File: config.mk
export PLATFORM = sky130hd
export DESIGN_NAME = inst_fetch_flat
export DESIGN_NICKNAME = d
export VERILOG_FILES = /design/src/rtl/inst_fetch_if.sv /design/src/rtl/inst_fetch.sv /design/src/flat_wrapper.sv
export SDC_FILE = /design/constraint.sdc
export NUM_CORES = 1
export LEC_CHECK = 0
export BUFFER_PORTS_ARGS = -buffer_cell sky130_fd_sc_hd__buf_2
export CAP_MARGIN = 20
export CORE_ASPECT_RATIO = 1.75
export CORE_UTILIZATION = 52
export CTS_BUF_LIST = sky130_fd_sc_hd__clkbuf_8 sky130_fd_sc_hd__clkbuf_16
export CTS_CLUSTER_DIAMETER = 120
export DETAILED_ROUTE_END_ITERATION = 6
export HOLD_SLACK_MARGIN = 0.08
export PLACE_DENSITY = 0.83
export RECOVER_POWER = 50
export REMOVE_ABC_BUFFERS = 1
export SLEW_MARGIN = 15
export SYNTH_ARGS = -nofsm -noshare
export SYNTH_HDL_FRONTEND = slang
export SYNTH_SLANG_ARGS = --single-unit
export TNS_END_PERCENT = 10
File: constraint.sdc
create_clock -name clk_i -period 4.38 [get_ports clk_i]
set_input_delay 0.438 -clock clk_i [delete_from_list [all_inputs] [get_ports clk_i]]
set_output_delay 0.438 -clock clk_i [all_outputs]
set_load 0.02 [all_outputs]
File: src/rtl/inst_fetch_if.sv
// Fetch-unit bus bundle: instruction-memory request/response, decode handshake and PC redirect.
// master = fetch unit, slave = memory/decode/execute side.
interface inst_fetch_if;
    localparam int unsigned XLEN = 32;

    logic            imem_req_valid_o;
    logic            imem_req_ready_i;
    logic [XLEN-1:0] imem_addr_o;
    logic            imem_rsp_valid_i;
    logic [XLEN-1:0] imem_rsp_data_i;
    logic            inst_valid_o;
    logic            inst_ready_i;
    logic [XLEN-1:0] inst_o;
    logic [XLEN-1:0] pc_o;
    logic            redirect_i;
    logic [XLEN-1:0] redirect_pc_i;

    modport master (
        output imem_req_valid_o, imem_addr_o, inst_valid_o, inst_o, pc_o,
        input  imem_req_ready_i, imem_rsp_valid_i, imem_rsp_data_i,
        input  inst_ready_i, redirect_i, redirect_pc_i
    );

    modport slave (
        input  imem_req_valid_o, imem_addr_o, inst_valid_o, inst_o, pc_o,
        output imem_req_ready_i, imem_rsp_valid_i, imem_rsp_data_i,
        output inst_ready_i, redirect_i, redirect_pc_i
    );
endinterface

File: src/rtl/inst_fetch.sv
// Instruction fetch unit: owns the PC, one outstanding imem read, valid/ready hand-off to decode.
// Optional IFU_MISALIGN_CHK_EN adds fetch_fault_o and a sticky S_FAULT state for misaligned redirects.
module inst_fetch #(
    parameter logic [31:0] RESET_PC = 32'h8000_0000,
    parameter logic [31:0] NOP_INST = 32'h0000_0013
) (
    input  logic          clk_i,
    input  logic          rst_i,
    inst_fetch_if.master  bus
`ifdef IFU_MISALIGN_CHK_EN
    ,
    output logic          fetch_fault_o
`endif
);
    localparam int unsigned XLEN = 32;

    typedef enum logic [2:0] {
        S_IDLE,
        S_REQ,
        S_WAIT,
        S_HOLD,
        S_DROP
`ifdef IFU_MISALIGN_CHK_EN
        ,
        S_FAULT
`endif
    } state_e;

    state_e            state_q, state_d;
    logic [XLEN-1:0]   pc_q, pc_d;
    logic              req_valid_q, req_valid_d;
    logic [XLEN-1:0]   addr_q, addr_d;
    logic              inst_valid_q, inst_valid_d;
    logic [XLEN-1:0]   inst_q, inst_d;
    logic [XLEN-1:0]   pc_o_q, pc_o_d;
    logic [XLEN-1:0]   redirect_tgt;
    logic              outstanding;
`ifdef IFU_MISALIGN_CHK_EN
    logic              fault_q, fault_d;
    logic              fault_pend_q, fault_pend_d;
    logic              misalign;

    assign redirect_tgt = bus.redirect_pc_i;
    assign misalign     = |bus.redirect_pc_i[1:0];
`else
    logic              redirect_lsb_unused;

    // Low address bits are dropped: fetch is always word aligned.
    assign redirect_tgt        = {bus.redirect_pc_i[XLEN-1:2], 2'b00};
    assign redirect_lsb_unused = ^bus.redirect_pc_i[1:0];
`endif

    // Next-state and next-output logic; redirect overrides whatever the state did.
    always_comb begin
        state_d      = state_q;
        pc_d         = pc_q;
        inst_valid_d = inst_valid_q;
        inst_d       = inst_q;
        pc_o_d       = pc_o_q;
        outstanding  = 1'b0;
`ifdef IFU_MISALIGN_CHK_EN
        fault_d      = fault_q;
        fault_pend_d = fault_pend_q;
`endif

        case (state_q)
            S_IDLE: state_d = S_REQ;
            S_REQ: begin
                if (bus.imem_req_ready_i) begin
                    state_d     = S_WAIT;
                    outstanding = 1'b1;
                end
            end
            S_WAIT: begin
                if (bus.imem_rsp_valid_i) begin
                    inst_d       = bus.imem_rsp_data_i;
                    pc_o_d       = pc_q;
                    inst_valid_d = 1'b1;
                    pc_d         = pc_q + XLEN'(4);
                    state_d      = S_HOLD;
                end else begin
                    outstanding = 1'b1;
                end
            end
            S_HOLD: begin
                if (bus.inst_ready_i) begin
                    inst_valid_d = 1'b0;
                    inst_d       = NOP_INST;
                    state_d      = S_REQ;
                end
            end
            S_DROP: begin
                if (bus.imem_rsp_valid_i) begin
                    state_d = S_REQ;
`ifdef IFU_MISALIGN_CHK_EN
                    if (fault_pend_q) begin
                        state_d      = S_FAULT;
                        fault_d      = 1'b1;
                        fault_pend_d = 1'b0;
                        pc_o_d       = pc_q;
                    end
`endif
                end else begin
                    outstanding = 1'b1;
                end
            end
`ifdef IFU_MISALIGN_CHK_EN
            S_FAULT: state_d = S_FAULT;
`endif
            default: state_d = S_IDLE;
        endcase

        // A response still in flight must be drained before the next request.
        if (bus.redirect_i) begin
            pc_d         = redirect_tgt;
            inst_valid_d = 1'b0;
            inst_d       = NOP_INST;
            state_d      = outstanding ? S_DROP : S_REQ;
`ifdef IFU_MISALIGN_CHK_EN
            fault_d      = 1'b0;
            fault_pend_d = 1'b0;
            if (misalign) begin
                if (outstanding) begin
                    fault_pend_d = 1'b1;
                end else begin
                    state_d = S_FAULT;
                    fault_d = 1'b1;
                    pc_o_d  = redirect_tgt;
                end
            end
`endif
        end

        req_valid_d = (state_d == S_REQ);
        addr_d      = pc_d;
    end

    always_ff @(posedge clk_i) begin
        if (rst_i) begin
            state_q      <= S_IDLE;
            pc_q         <= RESET_PC;
            req_valid_q  <= 1'b0;
            addr_q       <= RESET_PC;
            inst_valid_q <= 1'b0;
            inst_q       <= NOP_INST;
            pc_o_q       <= RESET_PC;
`ifdef IFU_MISALIGN_CHK_EN
            fault_q      <= 1'b0;
            fault_pend_q <= 1'b0;
`endif
        end else begin
            state_q      <= state_d;
            pc_q         <= pc_d;
            req_valid_q  <= req_valid_d;
            addr_q       <= addr_d;
            inst_valid_q <= inst_valid_d;
            inst_q       <= inst_d;
            pc_o_q       <= pc_o_d;
`ifdef IFU_MISALIGN_CHK_EN
            fault_q      <= fault_d;
            fault_pend_q <= fault_pend_d;
`endif
        end
    end

    assign bus.imem_req_valid_o = req_valid_q;
    assign bus.imem_addr_o      = addr_q;
    assign bus.inst_valid_o     = inst_valid_q;
    assign bus.inst_o           = inst_q;
    assign bus.pc_o             = pc_o_q;
`ifdef IFU_MISALIGN_CHK_EN
    assign fetch_fault_o        = fault_q;
`endif
endmodule

File: src/flat_wrapper.sv
// flat-port wrapper written by rule: the top's interface ports become plain ports
module inst_fetch_flat 
#(
    parameter logic [31:0] RESET_PC = 32'h8000_0000,
    parameter logic [31:0] NOP_INST = 32'h0000_0013
)
  (clk_i, rst_i, bus_imem_req_valid_o, bus_imem_addr_o, bus_inst_valid_o, bus_inst_o, bus_pc_o, bus_imem_req_ready_i, bus_imem_rsp_valid_i, bus_imem_rsp_data_i, bus_inst_ready_i, bus_redirect_i, bus_redirect_pc_i);
  inst_fetch_if bus_i ();
  input  logic clk_i;
  input  logic rst_i;
  output wire logic [$bits(bus_i.imem_req_valid_o)-1:0] bus_imem_req_valid_o;
  output wire logic [$bits(bus_i.imem_addr_o)-1:0] bus_imem_addr_o;
  output wire logic [$bits(bus_i.inst_valid_o)-1:0] bus_inst_valid_o;
  output wire logic [$bits(bus_i.inst_o)-1:0] bus_inst_o;
  output wire logic [$bits(bus_i.pc_o)-1:0] bus_pc_o;
  input wire logic [$bits(bus_i.imem_req_ready_i)-1:0] bus_imem_req_ready_i;
  input wire logic [$bits(bus_i.imem_rsp_valid_i)-1:0] bus_imem_rsp_valid_i;
  input wire logic [$bits(bus_i.imem_rsp_data_i)-1:0] bus_imem_rsp_data_i;
  input wire logic [$bits(bus_i.inst_ready_i)-1:0] bus_inst_ready_i;
  input wire logic [$bits(bus_i.redirect_i)-1:0] bus_redirect_i;
  input wire logic [$bits(bus_i.redirect_pc_i)-1:0] bus_redirect_pc_i;
  assign bus_imem_req_valid_o = bus_i.imem_req_valid_o;
  assign bus_imem_addr_o = bus_i.imem_addr_o;
  assign bus_inst_valid_o = bus_i.inst_valid_o;
  assign bus_inst_o = bus_i.inst_o;
  assign bus_pc_o = bus_i.pc_o;
  assign bus_i.imem_req_ready_i = bus_imem_req_ready_i;
  assign bus_i.imem_rsp_valid_i = bus_imem_rsp_valid_i;
  assign bus_i.imem_rsp_data_i = bus_imem_rsp_data_i;
  assign bus_i.inst_ready_i = bus_inst_ready_i;
  assign bus_i.redirect_i = bus_redirect_i;
  assign bus_i.redirect_pc_i = bus_redirect_pc_i;
  inst_fetch #(.RESET_PC(RESET_PC), .NOP_INST(NOP_INST)) u_core (.clk_i(clk_i), .rst_i(rst_i), .bus(bus_i));
endmodule
==> results of run 1 <==
[cells in the mapped netlist, types with 2 or more instances]
master / instances
dfxtp_1: 97
nand2_1: 86
nor2_1: 57
a21oi_1: 36
clkbuf_1: 34
a22oi_1: 30
and3_1: 12
a311oi_1: 11
nand3_1: 11
nand4_1: 11
or3_1: 11
a211oi_1: 10
nor3_1: 10
o21ai_0: 10
and4_1: 6
nor4_1: 6
or4_1: 6
inv_1: 5
o211ai_1: 5
buf_4: 4
xnor2_1: 4
xor2_1: 4
a31oi_1: 3
nor2b_1: 3
o221ai_1: 3
o22ai_1: 3
o31ai_1: 3
or2_2: 3
a2111oi_0: 2
and2_1: 2
and3b_1: 2
buf_2: 2
buf_6: 2
o31a_1: 2
[layout by cell type (no fill, tap or decap), types with 4 or more instances in the layout]
cell / netlist / layout
dfxtp_1: 97 / 97
nor2_1: 57 / 57
and4_1: 6 / 6
nor4_1: 6 / 6
o21ai_0: 10 / 10
or4_1: 6 / 6
bufinv_16: 0 / 4
inv_1: 5 / 6
buf_2: 2 / 69
nand2_1: 86 / 86
a311oi_1: 11 / 11
nand4_1: 11 / 11
o211ai_1: 5 / 5
or3_1: 11 / 11
a21oi_1: 36 / 36
nand3_1: 11 / 11
buf_4: 4 / 4
nor3_1: 10 / 10
a211oi_1: 10 / 10
xor2_1: 4 / 4
and3_1: 12 / 12
a22oi_1: 30 / 30
clkbuf_16: 0 / 9
xnor2_1: 4 / 4
conb_1: 1 / 4
clkbuf_1: 34 / 92
[per-stage QoR]
step	instances	cell area [um2]	hold WS, ps	setup TNS (ps)
after floorplan	466	3970	507	-150590
after global placement	719	4940	438	0
after detailed placement	719	4940	445	0
after CTS	735	5300	330	0
after global routing	735	5180	341	0
final	735	5180	332	0
[worst register-to-register path, delay by kind of cell, from the launching register on]
family / cells / cell delay (ps)
simple gates: 3 / 1200
flops: 1 / 490
buf+inv: 1 / 630
compound gates: 1 / 250
[registers in the layout, summed over array words and instances (netlist names)]
register / cells
u_core.bus.imem_req_valid_o: 1
u_core.bus.inst_o: 32
u_core.bus.inst_valid_o: 1
u_core.bus.pc_o: 30
u_core.pc_q: 30
u_core.state_q: 3
[worst min-delay path by stage]
stage | to | slack [ps] | depth (start not counted)
6_report | u_core.bus.inst_o[1] | 330 | 3
5_1_grt | u_core.bus.inst_o[1] | 340 | 3
4_1_cts | u_core.bus.inst_o[1] | 330 | 3
3_5_place_dp | u_core.bus.pc_o[20] | 440 | 2
3_3_place_gp | u_core.bus.pc_o[28] | 440 | 2
2_1_floorplan | u_core.bus.pc_o[10] | 510 | 1
[layer usage]
metal  part of all wire  routed length (um)
met2               0.51                5790
met5                  0                   0
met4              0.037                 419
met1               0.39                4380
met3              0.059                 663
[power groups by stage]
stage | Clock [mW] | Combinational [mW] | Sequential, mW
after global routing | 0.979 | 0.178 | 0.947
after floorplan | 0 | 0.0617 | 0.978
after global placement | 0 | 0.164 | 0.960
final | 0.941 | 0.163 | 0.943
after detailed placement | 0 | 0.167 | 0.962
after CTS | 0.948 | 0.169 | 0.942
[cell type report]
class,instances,area share
repair buffers,165,0.139
clock inverters,7,0.0258
clock buffers,9,0.0435
multi-input cells,364,0.392
inverters,5,0.00362
well taps,88,0.0213
flip-flops and latches,97,0.375
[cell families after synthesis]
logic type               synth area share
AND/OR/NAND/NOR                     0.264
adder cells (fa/ha/maj)           0.00301
other                            0.000903
multiplexers                      0.00271
flip-flops                          0.468
buffers and inverters              0.0512
AO/OA/AOI/OAI                       0.193
XOR/XNOR                           0.0169
==> results.ini, run 1 <==
[global_route]
antenna_found_initial=0
met1_usage=0.304
grt_use_met3=0.0425
grt_pass1_vias=3907
grt_busiest_layer=met2
met2_usage=0.465
globalRoute.totalOverflow=0
grt_pass1_wl_um=17900
track_usage=0.266
grt_max_degree=70

[pwr]
leakage_nw=1.84
p_seq_frac=0.461
p_sw_mw=0.469
power.total_mw=2.05
ir_drop_mv=0.299
power_density_mw_per_mm2=395
combPwrFrac=0.080
power_frac_clock=0.460
p_int_mw=1.58
swShare=0.229

[synth]
ys_seq_area_frac=0.468
syn_area_per_cell_um2=8.21
ys_seq_elements=97
synth-main-ff-cell=dfxtp_1
synthTopCellsByArea=dfxtp_1 (47%), nand2_1 (7.8%), a22oi_1 (5.4%)
async_flop_share=0
synth_enable_flop_cells=0
yosysUniqueCellTypes=44
syn_area_mm2=0.00415
synth_top_area_frac=0.468
synth.largest_area_cell=dfxtp_1
yosysWarnings=0
syn_inst=506

[clock_network]
cts_hold_buf=0
clk-insertion-delay-late_ps=340
clk_root_buffer_cell=clkbuf_16
postCtsResizedCells=0
cts_buffer_depth=2
cts_tree=done
cts_num_sinks=97
numCtsBuffers=9
htreeDepth=3
post_cts_buffers=0
clkTransAtPathRegs_ps=60

[min_path]
hp-start=bus_imem_rsp_data_i[1]
min-delay-path-class=in2reg

[critical_path]
critPathKind=reg2reg
path_depth=5
cp.required_ps=4630
endpoint_kind=register
cp.arrival_ps=2920
critPathMaxStageDelay_ps=630
crit_chain=nor4bb_4 -> buf_4 -> nand4_1 -> or3_1 -> a311oi_1
regToRegStartpoint=u_core.state_q[1]
setup.reg_to_reg.worst_slack_ps=1710
cp_slowest_cell=buf_4
crit_start=u_core.state_q[1]
cp_num_buf_inv=1
r2r-end=u_core.pc_q[15]
cp-endpoint=u_core.pc_q[15]
ff2ff_path_depth=5
crit_fanout=69
cp-start-kind=register
path_delay_family=simple AND/OR/NAND/NOR gates

[run]
drv_cap=0

[sta]
skew_ps=4.36
post-route-period-util=0.610
maxSlewViolCount=0
rsz0062_at_grt=no
setup_violations=0
slew-limit-headroom=0.312
worst_slew_pin_slew_ps=1020
hold_viol=0
post-route-worst-setup-slack_ps=1710
min_period_ps=2670
fmax_mhz=374

[final_layout]
layout-drive-gt1-share=0.147
syn_to_final_growth_pct=24.7
nets=713
multiInputGateArea_mm2=0.00203
antenna_cells=0
finish.utilization=0.675
regArea_mm2=0.00194
num-fill-cells=669

[floorplan]
start_util=0.541
core-area_mm2=0.00767
die-area_mm2=0.00836
fp-row-count=42
die_y_um=120
die_width_um=69.6
ios=168

[drt]
drt-vias-per-instance=5.83
drc_errors=0
first_pass_iters=6
drtAntennaViolNets=0
wirelength_um=11300
wl_per_cell_um=15.3
drt_iter0_markers=364
dr_total_vias=4285

[placed_design]
hpwl_um=7760
gp_congestion=0.846
portBuffers=161
dpl_worst_slack_ps=1540

[run_status]
status=finished, final reports clean

(Power assumes the default switching activity.)
==> run 2: changes to the inputs <==
- CORE_UTILIZATION: 52 -> 44
- PLACE_DENSITY: 0.83 -> 0.75
- clock period: 4.38 -> 2.3 ns (I/O delays scaled with it)
==> results.ini, run 2 (same netlist as run 1, synthesis figures left out) <==
[run_status]
status=finished, final reports clean

[final_layout]
final_cells=779  ; +6.0%
regArea_mm2=0.00194  ; unchanged
finish.utilization=0.577  ; -0.0981
layout.cells.most_common=dfxtp_1
layout-drive-gt1-share=0.161  ; +0.0143
nets=724  ; +1.5%
num-fill-cells=930  ; +39%
final_cell_mix=dfxtp_1 (97), clkbuf_1 (93), nand2_1 (86), buf_2 (68), nor2_1 (57)
largest_reg_flops=32  ; unchanged
multiInputGateArea_mm2=0.00203  ; unchanged
syn_to_final_growth_pct=26.4

[critical_path]
ff2ff_path_depth=4  ; -1
cp-start-kind=register
critPathKind=reg2reg
endpoint_kind=register
r2r-end=u_core.pc_q[17]
setup.reg_to_reg.worst_slack_ps=300  ; -1410 ps
crit_fanout=10  ; -86%
cp.arrival_ps=2260  ; -660 ps
regToRegStartpoint=u_core.state_q[2]
cp.required_ps=2550  ; -2080 ps

[run]
drv_cap=0  ; unchanged

[floorplan]
start_util=0.457  ; -0.0846
die-area_mm2=0.00985  ; +18%
die_y_um=131  ; +8.6%
fp-row-count=46  ; +9.5%
ios=168  ; unchanged
core-area_mm2=0.00909  ; +19%
die_width_um=75.4  ; +8.5%

[global_route]
grt_pass1_vias=3941  ; +0.87%
track_usage=0.246  ; -0.0198
antenna_found_initial=1  ; +1
grt_pass1_wl_um=18600  ; +3.8%
grt_max_degree=41  ; -41%
globalRoute.totalOverflow=0  ; unchanged

[pwr]
ir_drop_mv=0.498  ; +66%
power_density_mw_per_mm2=694  ; +76%
power.total_mw=3.64  ; +78%
leakage_nw=1.85  ; +0.49%

[clock_network]
htreeDepth=3  ; unchanged
cts_num_sinks=97  ; unchanged
cts_tree=done
numCtsBuffers=9  ; unchanged
cts_hold_buf=0  ; unchanged
post_cts_buffers=0  ; unchanged
clk_root_buffer_cell=clkbuf_16
cts_buffer_depth=2  ; unchanged
clk-insertion-delay-late_ps=340  ; about the same
clkTransAtPathRegs_ps=70  ; about the same
postCtsResizedCells=0  ; unchanged

[drt]
drt-vias-per-instance=5.52  ; -5.3%
first_pass_iters=4  ; -2
wl_per_cell_um=15.3  ; -0.35%
drc_errors=0  ; unchanged
dr_total_vias=4300  ; +0.35%
drt_iter0_markers=323  ; -11%
drtAntennaViolNets=0  ; unchanged
wirelength_um=11900  ; +5.6%

[placed_design]
portBuffers=161  ; unchanged
hpwl_um=8500  ; +9.4%
dpl_worst_slack_ps=298  ; -1240 ps
placedCellCount=762  ; +6.0%
gp_congestion=0.862  ; +1.9%

[min_path]
min-delay-path-class=in2reg
min_to=u_core.bus.inst_o[4]
hold_path_depth=3  ; unchanged
hp-start=bus_imem_rsp_data_i[4]

[sta]
min_period_ps=2000  ; -670 ps
hold_slack_ps=123  ; -209 ps
maxSlewViolCount=0  ; unchanged
rsz0062_at_grt=no
worst_slew_pin_slew_ps=602  ; -420 ps
slew-limit-headroom=0.598  ; +0.286
hold_viol=0  ; unchanged
skew_ps=7.98  ; +3.62 ps
fmax_mhz=500  ; +33%
post-route-worst-setup-slack_ps=298  ; -1410 ps
post-route-period-util=0.870  ; +0.260
setup_violations=0  ; unchanged

==> run 2: stage by stage <==
stage / setup TNS (ps) / cell area, um2
floorplan: -317100 / 3970
global placement: 0 / 5060
detailed placement: 0 / 5060
CTS: 0 / 5360
global route: 0 / 5250
finish: 0 / 5250
==> run 2: layout make-up <==
type                       instances  share of cell area
clock inverter                     7              0.0148
inverter                           5             0.00358
tap                              120              0.0286
antenna                            1            0.000477
sequential                        97               0.370
timing repair buffer             176               0.153
multi-input combinational        364               0.387
clock buffer                       9              0.0429
==> run 2: worst max-delay path: stages (launching register included) <==
cell and delay (ps):
dfxtp_1 410, nand4bb_2 310, or4_4 580, or3_1 360, a311oi_1 250
==> run 2: report_power, final <==
| part | internal [mW] | total [mW] | switching [mW] |
|---|---|---|---|
| Combinational | 0.122 | 0.321 | 0.199 |
| Sequential | 1.72 | 1.80 | 0.0731 |
| Clock | 0.852 | 1.52 | 0.673 |
| Total | 2.70 | 3.64 | 0.944 |
==> run 2: worst max path at each step <==
stage | start | end | slack [ps] | depth (start not counted)
5_1_grt | u_core.state_q[1] | u_core.pc_q[11] | 120 | 4
6_report | u_core.state_q[2] | u_core.pc_q[17] | 300 | 4
3_3_place_gp | u_core.state_q[2] | u_core.pc_q[17] | 340 | 4
4_1_cts | u_core.state_q[2] | u_core.pc_q[17] | 290 | 4
2_1_floorplan | u_core.state_q[2] | u_core.pc_q[18] | -5770 | 4
3_5_place_dp | u_core.state_q[2] | u_core.pc_q[17] | 300 | 4
==> run 2: metal layers <==
layer / vias up / global-route usage / share of wire
met5: - / 0 / 0
met4: 0 / 0.105 / 0.020
met3: 17 / 0.0429 / 0.049
met2: 145 / 0.429 / 0.52
met1: 2031 / 0.290 / 0.41
li1: 2107 / - / -
==> run 3: changes to the inputs <==
- CORE_UTILIZATION: 44 -> 48
- MAX_ROUTING_LAYER: not set -> met4
- PLACE_DENSITY: 0.75 -> 0.77
- clock period: 2.3 -> 2.1 ns (I/O delays scaled with it)
==> results.ini, run 3 (same netlist as run 1, synthesis figures left out) <==
[final_layout]
finish.utilization=0.644  ; +0.0671
largest_reg_flops=32  ; unchanged
nets=738  ; +1.9%
layout-drive-gt1-share=0.174  ; +0.0130
final_cell_mix=dfxtp_1 (97), clkbuf_1 (95), nand2_1 (86), buf_2 (68), nor2_1 (57)
layout.cells.most_common=dfxtp_1
syn_to_final_growth_pct=29.8
antenna_cells=0  ; -1

[global_route]
globalRoute.totalOverflow=0  ; unchanged
grt_max_degree=41  ; unchanged
grt_pass1_wl_um=19700  ; +5.7%
antenna_found_initial=0  ; -1
grt_pass1_vias=4252  ; +7.9%
track_usage=0.281  ; +0.0346

[drt]
drc_errors=0  ; unchanged
drt_iter0_markers=331  ; +2.5%
dr_total_vias=4385  ; +2.0%
drtAntennaViolNets=0  ; unchanged
wl_per_cell_um=15.1  ; -0.88%
wirelength_um=11900  ; +0.13%
drt-vias-per-instance=5.57  ; +0.94%
first_pass_iters=5  ; +1

[floorplan]
fp-row-count=44  ; -4.3%
die_width_um=72.3  ; -4.1%
ios=168  ; unchanged
die_y_um=125  ; -4.2%
start_util=0.496  ; +0.0396
die-area_mm2=0.00904  ; -8.2%
core-area_mm2=0.00837  ; -8.0%

[sta]
slew-limit-headroom=0.657  ; +0.0586
post-route-period-util=0.936  ; +0.0654
rsz0062_at_grt=no
setup_violations=0  ; unchanged
hold_viol=0  ; unchanged
min_period_ps=1970  ; -36.6 ps
maxSlewViolCount=0  ; unchanged
fmax_mhz=509  ; +1.9%
fin_tns_setup_ps=0  ; unchanged
worst_slew_pin_slew_ps=514  ; -88.4 ps
skew_ps=5.78  ; -2.20 ps

[clock_network]
clk-insertion-delay-late_ps=350  ; about the same
cts_hold_buf=0  ; unchanged
htreeDepth=3  ; unchanged
clkTransAtPathRegs_ps=70  ; about the same
cts_num_sinks=97  ; unchanged
numCtsBuffers=9  ; unchanged
post_cts_buffers=0  ; unchanged
clk_root_buffer_cell=clkbuf_16
cts_tree=done
postCtsResizedCells=0  ; unchanged
cts_buffer_depth=2  ; unchanged

[pwr]
leakage_nw=1.94  ; +5.1%
ir_drop_mv=0.548  ; +10%
power_density_mw_per_mm2=786  ; +13%
power.total_mw=4.24  ; +16%

[placed_design]
gp_congestion=0.866  ; +0.49%
portBuffers=161  ; unchanged
hpwl_um=8590  ; +1.0%

[critical_path]
critPathKind=reg2reg
endpoint_kind=register
cp.arrival_ps=2220  ; -40 ps
crit_fanout=8  ; -2
cp-start-kind=register
cp.required_ps=2360  ; -190 ps

[min_path]
min-delay-path-class=in2reg

[run_status]
status=finished, final reports clean

[run]
drv_cap=0  ; unchanged

-- run 3: cell count changes in the layout (fill, tap and decap cells not counted), sizes merged --
cell      change
diode         -1
clkinvlp      -2
buf          +12
clkbuf        +2
bufinv        +2
-- run 3: area by class of cell --
class | instances | area [um2]
Timing Repair Buffer | 190 | 912
Multi-Input combinational cell | 364 | 2030
Sequential cell | 97 | 1940
Inverter | 5 | 18.8
Clock inverter | 7 | 119
Tap cell | 115 | 144
Clock buffer | 9 | 225
Fill cell | 791 | 2980
-- run 3: where the power goes --
part / total, mW / internal, mW / switching, mW
Sequential: 1.95 / 1.89 / 0.0577
Combinational: 0.402 / 0.155 / 0.247
Clock: 1.89 / 1.17 / 0.724
Total: 4.24 / 3.21 / 1.03
-- run 3: worst paths after layout --
check | start | endpoint | cells past startpoint | slack (ps)
worst min-delay path | bus_imem_rsp_data_i[0] | u_core.bus.inst_o[0] | 3 | 90
worst min register to register | u_core.bus.pc_o[28] | u_core.bus.pc_o[28] | 2 | 450
worst max register to register | u_core.state_q[0] | u_core.pc_q[15] | 5 | 130
worst max-delay path | u_core.state_q[0] | u_core.pc_q[15] | 5 | 130
-- run 3: metal layers --
layer  track usage  up-vias  wire (um)
met5             -        -          0
met4         0.137        0        325
met3        0.0475       24        721
met2         0.470      190       6200
met1         0.316     2036       4670
li1              -     2135          -
-- run 3: worst max-delay path: stages (launching register included) --
cell and delay (ps):
dfxtp_1 340, nor4bb_4 380, buf_4 180, nand4_1 260, or3_1 450, a311oi_1 260
-- run 3: stage by stage --
stage / std cells / hold slack, ps / setup slack, ps / cell area (um2)
floorplan: 466 / 279 / -5970 / 3970
global placement: 771 / 439 / 200 / 5170
detailed placement: 771 / 444 / 161 / 5170
CTS: 787 / 91.0 / 127 / 5510
global route: 787 / 96.2 / 6.97 / 5390
finish: 787 / 93.1 / 135 / 5390
